## config.mk

```make
export PLATFORM = sky130hd
export DESIGN_NAME = mp_add_seq
export DESIGN_NICKNAME = d
export VERILOG_FILES = /design/src/rtl/mp_add_pkg.sv /design/src/rtl/mp_word_adder.sv /design/src/rtl/mp_add_seq.sv
export SDC_FILE = /design/constraint.sdc
export NUM_CORES = 1
export LEC_CHECK = 0
export ABC_AREA = 1
export ABC_CLOCK_PERIOD_IN_PS = 4200
export CAP_MARGIN = 25
export CORE_UTILIZATION = 29
export CTS_BUF_LIST = sky130_fd_sc_hd__clkbuf_16
export DETAILED_ROUTE_END_ITERATION = 6
export HOLD_SLACK_MARGIN = 0.08
export PLACE_DENSITY = 0.63
export SYNTH_ARGS = -nofsm -noshare
export SYNTH_HDL_FRONTEND = slang
export SYNTH_SLANG_ARGS = --single-unit
```

## constraint.sdc

```tcl
create_clock -name clk -period 4.2 [get_ports clk]
set_input_delay 1.26 -clock clk [delete_from_list [all_inputs] [get_ports clk]]
set_output_delay 1.26 -clock clk [all_outputs]
set_load 0.01 [all_outputs]
```

## src/rtl/mp_add_pkg.sv

```systemverilog
// Shared types for the multi-precision add/subtract sequencer.
package mp_add_pkg;
  typedef enum logic [1:0] {IDLE, RUN, DRAIN, FIN} state_t;

  localparam logic OP_ADD = 1'b0;
  localparam logic OP_SUB = 1'b1;
endpackage

```

## src/rtl/mp_word_adder.sv

```systemverilog
// Combinational W-bit ripple word adder with carry in/out.
module mp_word_adder #(
  parameter int W = 64
) (
  input  logic [W-1:0] i_a,
  input  logic [W-1:0] i_b,
  input  logic         i_c,
  output logic [W-1:0] o_sum,
  output logic         o_c
);
  assign {o_c, o_sum} = {1'b0, i_a} + {1'b0, i_b} + {{W{1'b0}}, i_c};
endmodule

```

## src/rtl/mp_add_seq.sv

```systemverilog
// Word-serial multi-precision add/subtract, LS word first, single-entry output register.
// Optional signed-overflow flag is built only when MP_ADD_OVF_EN is defined.
module mp_add_seq
  import mp_add_pkg::*;
#(
  parameter int W         = 64,
  parameter int MAX_WORDS = 16,
  parameter int LEN_W     = $clog2(MAX_WORDS)
) (
  input  logic             clk,
  input  logic             rst_n,
  input  logic             start,
  input  logic             sub,
  input  logic [LEN_W-1:0] nwords,
  output logic             busy,
  output logic             done,
  input  logic [W-1:0]     a_data,
  input  logic [W-1:0]     b_data,
  input  logic             in_valid,
  output logic             in_ready,
  output logic [W-1:0]     s_data,
  output logic             s_valid,
  input  logic             s_ready,
  output logic             s_last,
  output logic             carry_out,
  output logic             ovf
);
  localparam logic [LEN_W:0] ONE  = (LEN_W+1)'(1);
  localparam logic [LEN_W:0] MAXL = (LEN_W+1)'(MAX_WORDS);

  state_t         r_state, w_next;
  logic           r_sub, r_carry, r_cout;
  logic [LEN_W:0] r_len, r_cnt;
  logic [W-1:0]   r_s_data;
  logic           r_s_valid, r_s_last;

  logic [W-1:0]   w_beff, w_sum;
  logic           w_c, w_acc, w_pop, w_is_last, w_start;

  assign w_start   = (r_state == IDLE) && start;
  assign w_acc     = in_valid && in_ready;
  assign w_pop     = r_s_valid && s_ready;
  assign w_is_last = (r_cnt == r_len - ONE);
  assign w_beff    = (r_sub == OP_SUB) ? ~b_data : b_data;

  mp_word_adder #(.W(W)) u_add (
    .i_a  (a_data),
    .i_b  (w_beff),
    .i_c  (r_carry),
    .o_sum(w_sum),
    .o_c  (w_c)
  );

  always_ff @(posedge clk or negedge rst_n) begin
    if (!rst_n) r_state <= IDLE;
    else        r_state <= w_next;
  end

  always_comb begin
    w_next = r_state;
    case (r_state)
      IDLE:    if (start) w_next = RUN;
      RUN:     if (w_acc && w_is_last) w_next = DRAIN;
      DRAIN:   if (w_pop && r_s_last) w_next = FIN;
      FIN:     w_next = IDLE;
      default: w_next = IDLE;
    endcase
  end

  always_comb begin
    busy     = (r_state != IDLE);
    done     = (r_state == FIN);
    in_ready = (r_state == RUN) && (!r_s_valid || s_ready);
  end

  always_ff @(posedge clk or negedge rst_n) begin
    if (!rst_n) begin
      r_sub     <= OP_ADD;
      r_carry   <= 1'b0;
      r_cout    <= 1'b0;
      r_len     <= '0;
      r_cnt     <= '0;
      r_s_data  <= '0;
      r_s_valid <= 1'b0;
      r_s_last  <= 1'b0;
    end else begin
      if (w_start) begin
        r_sub   <= sub;
        r_len   <= (nwords == '0) ? MAXL : {1'b0, nwords};
        r_cnt   <= '0;
        r_carry <= sub;  // +1 of the two's-complement negate for subtract
        r_cout  <= 1'b0;
      end
      if (w_acc) begin
        r_s_data  <= w_sum;
        r_s_valid <= 1'b1;
        r_s_last  <= w_is_last;
        r_carry   <= w_c;
        r_cnt     <= r_cnt + ONE;
        if (w_is_last) r_cout <= w_c;
      end else if (w_pop) begin
        r_s_valid <= 1'b0;
        r_s_last  <= 1'b0;
      end
    end
  end

`ifdef MP_ADD_OVF_EN
  logic r_ovf, w_ovf;
  // carry into the MSB xor carry out of it
  assign w_ovf = a_data[W-1] ^ w_beff[W-1] ^ w_sum[W-1] ^ w_c;
  always_ff @(posedge clk or negedge rst_n) begin
    if (!rst_n)                 r_ovf <= 1'b0;
    else if (w_start)           r_ovf <= 1'b0;
    else if (w_acc && w_is_last) r_ovf <= w_ovf;
  end
  assign ovf = r_ovf;
`else
  assign ovf = 1'b0;
`endif

  assign s_data    = r_s_data;
  assign s_valid   = r_s_valid;
  assign s_last    = r_s_last;
  assign carry_out = r_cout;
endmodule

```

==> results by group <==
Clock tree
  – Clock buffer depth: 2
  – Total CTS buffers: 9
  – Post-cts resize count: 0
  – H-tree depth: 3
  – Worst-skew pair later-pin latency: 0.37 ns
  – Root buffer cell: clkbuf_16
  – Setup bufs post-CTS: 0
  – CTS tree: done
  – Clk sinks: 81
  – Hold-fix buffers, CTS: 0
  – Clk slew on worst S/H paths: 0.08 ns

Drt
  – DRC: 0
  – Final wirelength: between 30000 and 40000 µm
  – First-pass detailed-route iteration total: 6
  – Initial DRC count: 732
  – Drt wl/cell: around 15 µm
  – Vias: 10600
  – ANT nets after route: 0
  – DR vias/cell: ~4.5

Setup path
  – Worst Path Max Fanout: 3
  – Worst Setup SP: s_ready
  – Critical Path RT: 2.94 ns
  – Worst EP arrival: 2.58 ns
  – Crit start category: primary input
  – Setup crit end kind: primary output
  – Crit Path Category: in2out
  – Reg2reg start: r_sub$_DFFE_PN0P_

Yosys
  – Unique cell type count in the Yosys netlist: 35
  – Ys Warns: 0
  – Syn Std Cell Area: 9710 µm²
  – Avg Cell Area, Syn: 5.67 µm²
  – Sequential area share after synthesis: 20.9%
  – Gate count after technology mapping: 1711
  – Mapped Nets: 1921
  – Yosys reg bits: 81

Floorplanning
  – Die footprint: between 30000 and 40000 µm²
  – Num ports: 209
  – Floorplan row count: 66
  – Die Ht: 185 µm
  – CORE AREA: 32700 µm²
  – Starting Density: 29.7%
  – Chip width: approximately 180 µm

Placed design
  – Port Buffers: 207
  – Routability cong.: 0.960
  – DP Wirelength: 30700 µm
  – Inst Count DP: 2348

Timing
  – Worst-Margin Slew: about 0.76 ns
  – Worst Skew: 0.0134 ns
  – Final min period: 3.84 ns
  – Final setup viols: 0
  – Count of pins over their slew limit: 0
  – Slew margin rel.: roughly 50%
  – Fmax achieved: between 200 and 300 MHz
  – Final Cycle Share: 91.4%
  – Hold slack: ~0.48 ns
  – Setup_tns: 0 ns
  – RSZ-0062 raised after global routing: false
  – Hold Violations, Final: 0

Cells and area
  – Share of cells above drive strength 1: under 10%
  – Commonest non-fill, non-tap cell in the layout: nand2_1
  – Nets: 2127
  – Post-route insts no fill: 2364
  – Antenna cells: 0
  – Util after Layout: 38.6%
  – Most frequent cells in the layout: nand2_1 (746), inv_1 (359), clkdlybuf4s50_1 (206), nor2_1 (98), nand3_1 (87)
  – Fill cells: 3593
  – Synth-to-Final Area Change: 29.9%

Global routing
  – Initial antenna violation count: 0
  – First-pass GRT wire length: 55600 µm
  – Global route overflow: 0
  – Largest net degree at the start of global routing: 54
  – Overall routing resource usage: roughly 22%
  – Vias in the first global route: 10500

Power
  – Tot Pwr: 0.00900 W
  – Pwr dens: 714 nW/µm²
  – Peak VDD IR: 0.322 mV
  – Pleak: roughly 7.2 nW

Min path
  – HP Class: reg2reg
  – Worst hold start: s_data[33]$_DFFE_PN0P_

Flow run
  – Total of max-cap violations: 0

Outcome
  – Status: finished, final reports clean
-- per-stage QoR --
step | instance area, µm² | worst slack, ns
2_1_floorplan | 9710 | 1.16
3_3_place_gp | 12300 | 0.322
3_5_place_dp | 12300 | 0.298
4_1_cts | 12600 | 0.366
5_1_grt | 12600 | 0.304
6_report | 12600 | 0.361
-- routing by layer --
metal	global-route usage (%)	vias to the layer above	routed length (µm)
li1	-	5491	-
met3	3.32	48	2240
met2	36.1	295	16700
met4	7.14	0	965
met1	28.2	4808	16300
met5	0	-	0
-- logic make-up after synthesis --
group	Yosys count	synth area share, %
buffers and inverters	383	15.1
AOI/OAI and AO/OA	98	5.29
and+or+nand+nor	974	40.1
xor gates and xnor gates	102	9.20
adders and majority gates	72	9.44
other	1	0.0386
DFF	81	20.9
-- flip-flops by register name, summed over array words and instances, names as in the netlist, 2 cells and up --
register and cells:
r_cnt 5, r_len 5, r_state 2, s_data 64
-- synthesized netlist by cell type (all sizes together) --
library cell | n | area share (%)
a21oi | 47 | 2.4
a22o | 1 | 0.090
and2 | 3 | 0.22
buf | 14 | 0.81
clkbuf | 9 | 0.35
conb | 1 | 0.039
dfrtp | 81 | 21
fa | 2 | 0.41
ha | 70 | 9.0
inv | 360 | 14
nand2 | 749 | 29
nand3 | 88 | 4.6
nand3b | 10 | 0.77
nand4 | 4 | 0.26
nor2 | 101 | 4.0
nor3 | 14 | 0.88
nor4 | 1 | 0.064
o21ai | 45 | 2.3
o21bai | 3 | 0.27
o31a | 1 | 0.090
o41ai | 1 | 0.090
or2 | 4 | 0.26
xnor2 | 33 | 3.0
xor2 | 69 | 6.2
-- path summary, 6_finish.rpt --
kind	end	slack (ns)	depth (start not counted)
worst max register to register	s_data[60]$_DFFE_PN0P_	1.05	14
worst min register to register	s_data[33]$_DFFE_PN0P_	0.48	2
worst min-delay path	s_data[33]$_DFFE_PN0P_	0.48	2
max in group asynchronous	s_data[63]$_DFFE_PN0P_	2.56	2
min in group asynchronous	s_data[13]$_DFFE_PN0P_	0.95	1
worst max-delay path	in_ready	0.36	5
-- worst max-delay path, cell delays in order --
cell and delay, ns:
clkdlybuf4s50_1 0.51, inv_1 0.05, nand2_1 0.08, and2_4 0.15, clkdlybuf4s50_1 0.52
-- report_power, final --
part / switching (W) / internal [W] / leakage (nW)
sequential: 0.000322 / 0.00114 / 1.02
clock: 0.000435 / 0.000422 / 0.140
combinational: 0.00416 / 0.00253 / 6.08
total: 0.00491 / 0.00409 / 7.24
-- layout make-up --
class | instances | area [µm²] | area share, %
clock inverter | 7 | 68.8 | 0.546
inverter | 360 | 1350 | 10.7
clock buffer | 9 | 225 | 1.79
timing repair buffer | 218 | 2160 | 17.2
sequential | 81 | 2030 | 16.1
multi-input combinational | 1247 | 6210 | 49.3
tap | 442 | 553 | 4.39
Power figures use the tool's default switching activity.
==> RTL change 1, RTL diff (config.mk and constraints unchanged) <==
Build with the macro `MP_ADD_OVF_EN` defined.
--- a/src/rtl/mp_add_seq.sv
+++ b/src/rtl/mp_add_seq.sv
@@ -1,5 +1,7 @@
 // Word-serial multi-precision add/subtract, LS word first, single-entry output register.
 // Optional signed-overflow flag is built only when MP_ADD_OVF_EN is defined.
+`define MP_ADD_OVF_EN
+
 module mp_add_seq
   import mp_add_pkg::*;
 #(
Formal check against the unedited RTL: not equivalent (a bounded check fails within 4 cycles, from zero or initial values and one cycle with rst_n low).
==> RTL change 1 against the unedited design <==
The run now ends with design-rule violations left. Maximum frequency is 0.32% higher. Area after synthesis down 5.8%. Clock skew down 4.2 ps. Routed wire length down 7.9%. Final area is 4.7% lower. Sequential cell count up 1. Worst setup slack improved by 12 ps. Cell count fell by 12%. Largest cell class unchanged. Highest routed layer unchanged.
Power is not compared: it rests on default switching activity, and its combinational part moved more than twofold at a synthesized area within 25%.
==> RTL change 1: results (changes against the unedited design) <==
{| class="wikitable"
! Metric !! Value
|-
| Status || finished, violations left
|-
| Violations in the final reports || design-rule violations
|-
| Ranking of synthesized cells by instance count || sky130_fd_sc_hd__nand2_1 (517), sky130_fd_sc_hd__inv_1 (197), sky130_fd_sc_hd__nor2_1 (113)
|-
| Post-detail-place hpwl || 28200 um (-8.0%)
|-
| Count of plain and timing-repair buffers || 214 (-1.8%)
|-
| R2R cell count || 13 (-1)
|-
| Measured slew at the worst slew-check pin || 776 ps (+18.7 ps)
|-
| Worst hold slack across all endpoints || 483 ps (+1.45 ps)
|-
| Total area of multi-input combinational cells || 6180 um^2 (-0.62%)
|-
| R2R Path End || s_data[63]$_DFFE_PN0P_
|-
| Final weighted congestion in routability-driven placement || 0.905 (-5.7%)
|-
| Number of distinct library cells after synthesis || 39 (+11%)
|-
| Total Nets Final || 1887 (-11%)
|-
| Synth area leaders || sky130_fd_sc_hd__dfrtp_1 (22%), sky130_fd_sc_hd__nand2_1 (21%), sky130_fd_sc_hd__ha_1 (9.6%), sky130_fd_sc_hd__inv_1 (8.1%), sky130_fd_sc_hd__xor2_1 (6.7%)
|-
| Setup slack of the worst register-to-register path || 860 ps (-190 ps)
|-
| Inverters || 223 (-38%)
|-
| Number of multi-input combinational cells || 1147 (-8.0%)
|-
| Violation count after the first detailed-route iteration || 691 (-5.6%)
|-
| Count of port buffers added during placement || 208 (+0.48%)
|-
| Total iterations of the first detailed-routing run || 7 (+1)
|-
| FFs & Latches || 82 (+1.2%)
|-
| Vias in the first global route || 9349 (-11%)
|-
| Fraction of area in clock buffers and inverters || 2.64% (+0.31 points)
|-
| Fraction of area in registers || 17.1% (+1.0 points)
|-
| Global Route Usage Sum || 20.7% (-0.88 points)
|-
| Post-route DRC || 15 (+15)
|-
| Final standard cell area without fillers || 12000 um^2 (-4.7%)
|-
| Proportion of synthesized chip area in sequential cells || 22.4% (+1.6 points)
|-
| Non-clk buf share || 17.8% (+0.61 points)
|-
| Worst-case clock skew || 9.24 ps (-4.21 ps)
|-
| Detailed Route WL || 33400 um (-7.9%)
|-
| CP arrival || 2570 ps (about the same)
|-
| Via count || 9681 (-9.0%)
|-
| Share of post-route cells with drive strength above 1 || 6.24% (+3.9 points)
|-
| Average footprint of a synthesized cell || 6.21 um^2 (+9.5%)
|}
==> RTL change 1: cell count changes after synthesis, moves of 4 or more <==
cell,change
sky130_fd_sc_hd__clkbuf_1,+4
sky130_fd_sc_hd__nand2_1,-229
sky130_fd_sc_hd__nand2_2,+16
sky130_fd_sc_hd__inv_1,-162
sky130_fd_sc_hd__nand3b_1,+5
sky130_fd_sc_hd__nand3_1,-15
sky130_fd_sc_hd__nor2_4,+4
sky130_fd_sc_hd__buf_2,-6
sky130_fd_sc_hd__nor2_2,+19
sky130_fd_sc_hd__o21bai_1,+21
sky130_fd_sc_hd__nor2_1,+15
sky130_fd_sc_hd__a21oi_1,+37
sky130_fd_sc_hd__inv_2,+25
sky130_fd_sc_hd__o21ai_0,+14
==> RTL change 1: worst min path at each step <==
stage | start | to | cells past startpoint
2_1_floorplan | r_len[4]$_DFFE_PN0P_ | r_len[4]$_DFFE_PN0P_ | 1
3_3_place_gp | s_data[36]$_DFFE_PN0P_ | s_data[36]$_DFFE_PN0P_ | 2
3_5_place_dp | s_data[41]$_DFFE_PN0P_ | s_data[41]$_DFFE_PN0P_ | 2
4_1_cts | s_data[41]$_DFFE_PN0P_ | s_data[41]$_DFFE_PN0P_ | 2
5_1_grt | s_data[50]$_DFFE_PN0P_ | s_data[50]$_DFFE_PN0P_ | 2
6_report | s_data[7]$_DFFE_PN0P_ | s_data[7]$_DFFE_PN0P_ | 2
==> RTL change 1: power by group <==
group / internal (mW) / switching, mW / leakage (nW)
clock network: 0.521 / 0.378 / 0.151
logic: 0.554 / 0.711 / 4.87
registers: 0.870 / 0.0628 / 1.03
==> RTL change 1: stage by stage <==
| step | setup slack, ps | std cells |
|---|---|---|
| after floorplan | 1060 | 1473 |
| after global placement | 230 | 2062 |
| after detailed placement | 190 | 2062 |
| after CTS | 366 | 2078 |
| after global routing | 226 | 2078 |
| final | 373 | 2078 |
==> RTL change 1: cells by family (layout without fill, tap and decap cells) <==
group                    Yosys count  after routing  share of synthesized area (%)
buffers and inverters            244            453                           10.1
XOR/XNOR                         105            105                           10.1
AND/OR/NAND/NOR                  793            793                           36.8
adder cells (fa/ha/maj)           72             72                           10.0
flip-flops                        82             82                           22.4
AO/OA/AOI/OAI                    177            177                           10.6
==> RTL change 1: metal layers <==
metal  GRT usage (%)  vias to the layer above  share of wire [%]
li1                -                     4987                  -
met1            29.6                     4392                 49
met2            33.3                      276                 44
met3            2.35                       26                5.1
met4            4.66                        0                1.4
met5               0                        -                  0
==> RTL change 1: critical path, stage by stage <==
cell	delay, ps
sky130_fd_sc_hd__clkdlybuf4s50_1	510
sky130_fd_sc_hd__inv_2	50
sky130_fd_sc_hd__a21oi_2	180
sky130_fd_sc_hd__clkdlybuf4s50_1	560
==> RTL change 2, RTL diff (config.mk and constraints unchanged) <==
Without the edit above. Re-encode `state_t` (4 states) as Gray code, 2 bits wide.
--- a/src/rtl/mp_add_pkg.sv
+++ b/src/rtl/mp_add_pkg.sv
@@ -1,6 +1,6 @@
 // Shared types for the multi-precision add/subtract sequencer.
 package mp_add_pkg;
-  typedef enum logic [1:0] {IDLE, RUN, DRAIN, FIN} state_t;
+  typedef enum logic [1:0] {IDLE = 2'b00, RUN = 2'b01, DRAIN = 2'b11, FIN = 2'b10} state_t;
 
   localparam logic OP_ADD = 1'b0;
   localparam logic OP_SUB = 1'b1;
Behaviour: same outputs for any inputs over 10 cycles, from zero or initial values and one cycle with rst_n low; not proved beyond that.
==> RTL change 2 against the unedited design <==
Critical path depth stayed put. Area after synthesis up 0.36%. Total power grew 7.5%. Sequential cell count stayed put. First-iteration DRC count down 22%. Global-route usage decreased by 1.1 points. Routed wire length fell by 5.3%. Worst setup slack got worse by 14 ps. Final area grew 0.34%. Largest power group unchanged.
==> RTL change 2: results (changes against the unedited design) <==
{| class="wikitable"
! Metric !! Value
|-
| Setup slack of the worst register-to-register path || 1170 ps (+120 ps)
|-
| Share of post-route cells with drive strength above 1 || 5.16% (+2.8 points)
|-
| Violation count after the first detailed-route iteration || 572 (-22%)
|-
| Worst-case clock skew || 15.4 ps (+1.92 ps)
|-
| Met2 wire len || 15300 um (-8.5%)
|-
| Post-detail-place hpwl || 29100 um (-5.1%)
|-
| Via count || 10.4k (-1.8%)
|-
| Detailed-route wire length on metal 1 || 16200 um (-0.34%)
|-
| Post-synthesis net count || 1899 (-1.1%)
|-
| Synth area leaders || sky130_fd_sc_hd__nand2_1 (28%), sky130_fd_sc_hd__dfrtp_1 (21%), sky130_fd_sc_hd__inv_1 (13%), sky130_fd_sc_hd__ha_1 (8.3%), sky130_fd_sc_hd__xor2_1 (6.2%)
|-
| Internal power || 4.44 mW (+8.6%)
|-
| Routed length on met3 || 1890 um (-16%)
|-
| Final weighted congestion in routability-driven placement || 0.955 (-0.50%)
|-
| Primary flip-flop cell chosen by synthesis mapping || sky130_fd_sc_hd__dfrtp_1
|-
| Worst ir drop on vdd || 0.280 mV (-13%)
|-
| Total of fill cells in the finished design || 3596 (+0.083%)
|-
| Static leakage power || 7.12 nW (-1.7%)
|-
| CP arrival || 2590 ps (about the same)
|-
| CTS clk-pin slew, worst paths || 60 ps (-20 ps)
|-
| Global Route Usage Sum || 20.5% (-1.1 points)
|-
| Total Nets Final || 2101 (-1.2%)
|-
| First-pass GRT wire length || 53200 um (-4.3%)
|-
| Number of cells upsized or downsized after cts || 0 (unchanged)
|-
| Ranking of synthesized cells by instance count || sky130_fd_sc_hd__nand2_1 (717), sky130_fd_sc_hd__inv_1 (343), sky130_fd_sc_hd__nor2_1 (85)
|-
| Number of distinct library cells after synthesis || 41 (+17%)
|-
| Largest net degree at the start of global routing || 60 (+11%)
|-
| Worst slew margin relative to its limit || 47.9% (-1.6 points)
|-
| Total iterations of the first detailed-routing run || 5 (-1)
|-
| Proportion of synthesized chip area in sequential cells || 20.8% (-0.075 points)
|-
| Status || finished clean
|}
[RTL change 2: final cells by class]
cell class | instances | area, um^2 | share of cell area, %
multi-input cells | 1232 | 6260 | 49.5
clock buffers | 9 | 225 | 1.78
flip-flops and latches | 81 | 2030 | 16.1
well taps | 442 | 553 | 4.37
repair buffers | 213 | 2140 | 16.9
clock inverters | 7 | 95.1 | 0.752
inverters | 359 | 1350 | 10.7
[RTL change 2: kinds of logic after synthesis]
logic type                 Yosys count  synth area share, %
and+or+nand+nor                    968                 41.2
AOI/OAI and AO/OA                   95                 5.22
xor gates and xnor gates           101                 9.08
adders and majority gates           67                 8.76
buffers and inverters              381                 14.9
other                                1               0.0385
DFF                                 81                 20.8
[RTL change 2: metal layers]
layer  track usage (%)  vias up
met5                 0        -
met4              6.78        0
met3              1.63       41
met2              33.4      303
met1              28.2     4684
li1                  -     5420
[RTL change 2: worst paths after layout]
check                                            start                      to
max in group asynchronous                        rst_n   s_data[7]$_DFFE_PN0P_
worst max register to register       r_sub$_DFFE_PN0P_  s_data[53]$_DFFE_PN0P_
min in group asynchronous                        rst_n    r_cnt[2]$_DFFE_PN0P_
worst min register to register  s_data[44]$_DFFE_PN0P_  s_data[44]$_DFFE_PN0P_
worst max-delay path                           s_ready                in_ready
worst min-delay path            s_data[44]$_DFFE_PN0P_  s_data[44]$_DFFE_PN0P_
[RTL change 2: power by group through the flow]
| stage | logic (mW) | registers, mW | clock network (mW) |
|---|---|---|---|
| after floorplan | 4.66 | 1.53 | 0 |
| after global placement | 7.19 | 1.52 | 0 |
| after detailed placement | 7.23 | 1.52 | 0 |
| after CTS | 7.26 | 1.51 | 0.936 |
| after global routing | 8.10 | 1.56 | 0.955 |
| final | 7.26 | 1.51 | 0.908 |
[RTL change 2: through the flow]
step,hold slack (ps),setup slack (ps),util (%),cells,cell area [um^2]
floorplan,484,1140,-,1694,9740
global placement,462,335,37.6,2327,12300
detailed placement,466,346,37.6,2327,12300
CTS,483,340,38.6,2343,12700
global route,503,310,38.6,2343,12700
finish,480,346,38.6,2343,12700
[RTL change 2: worst max-delay path, cell delays in order]
cell                              delay (ps)
sky130_fd_sc_hd__clkdlybuf4s50_1         500
sky130_fd_sc_hd__inv_1                    50
sky130_fd_sc_hd__nand2_1                  70
sky130_fd_sc_hd__and3_1                  180
sky130_fd_sc_hd__clkdlybuf4s50_1         540
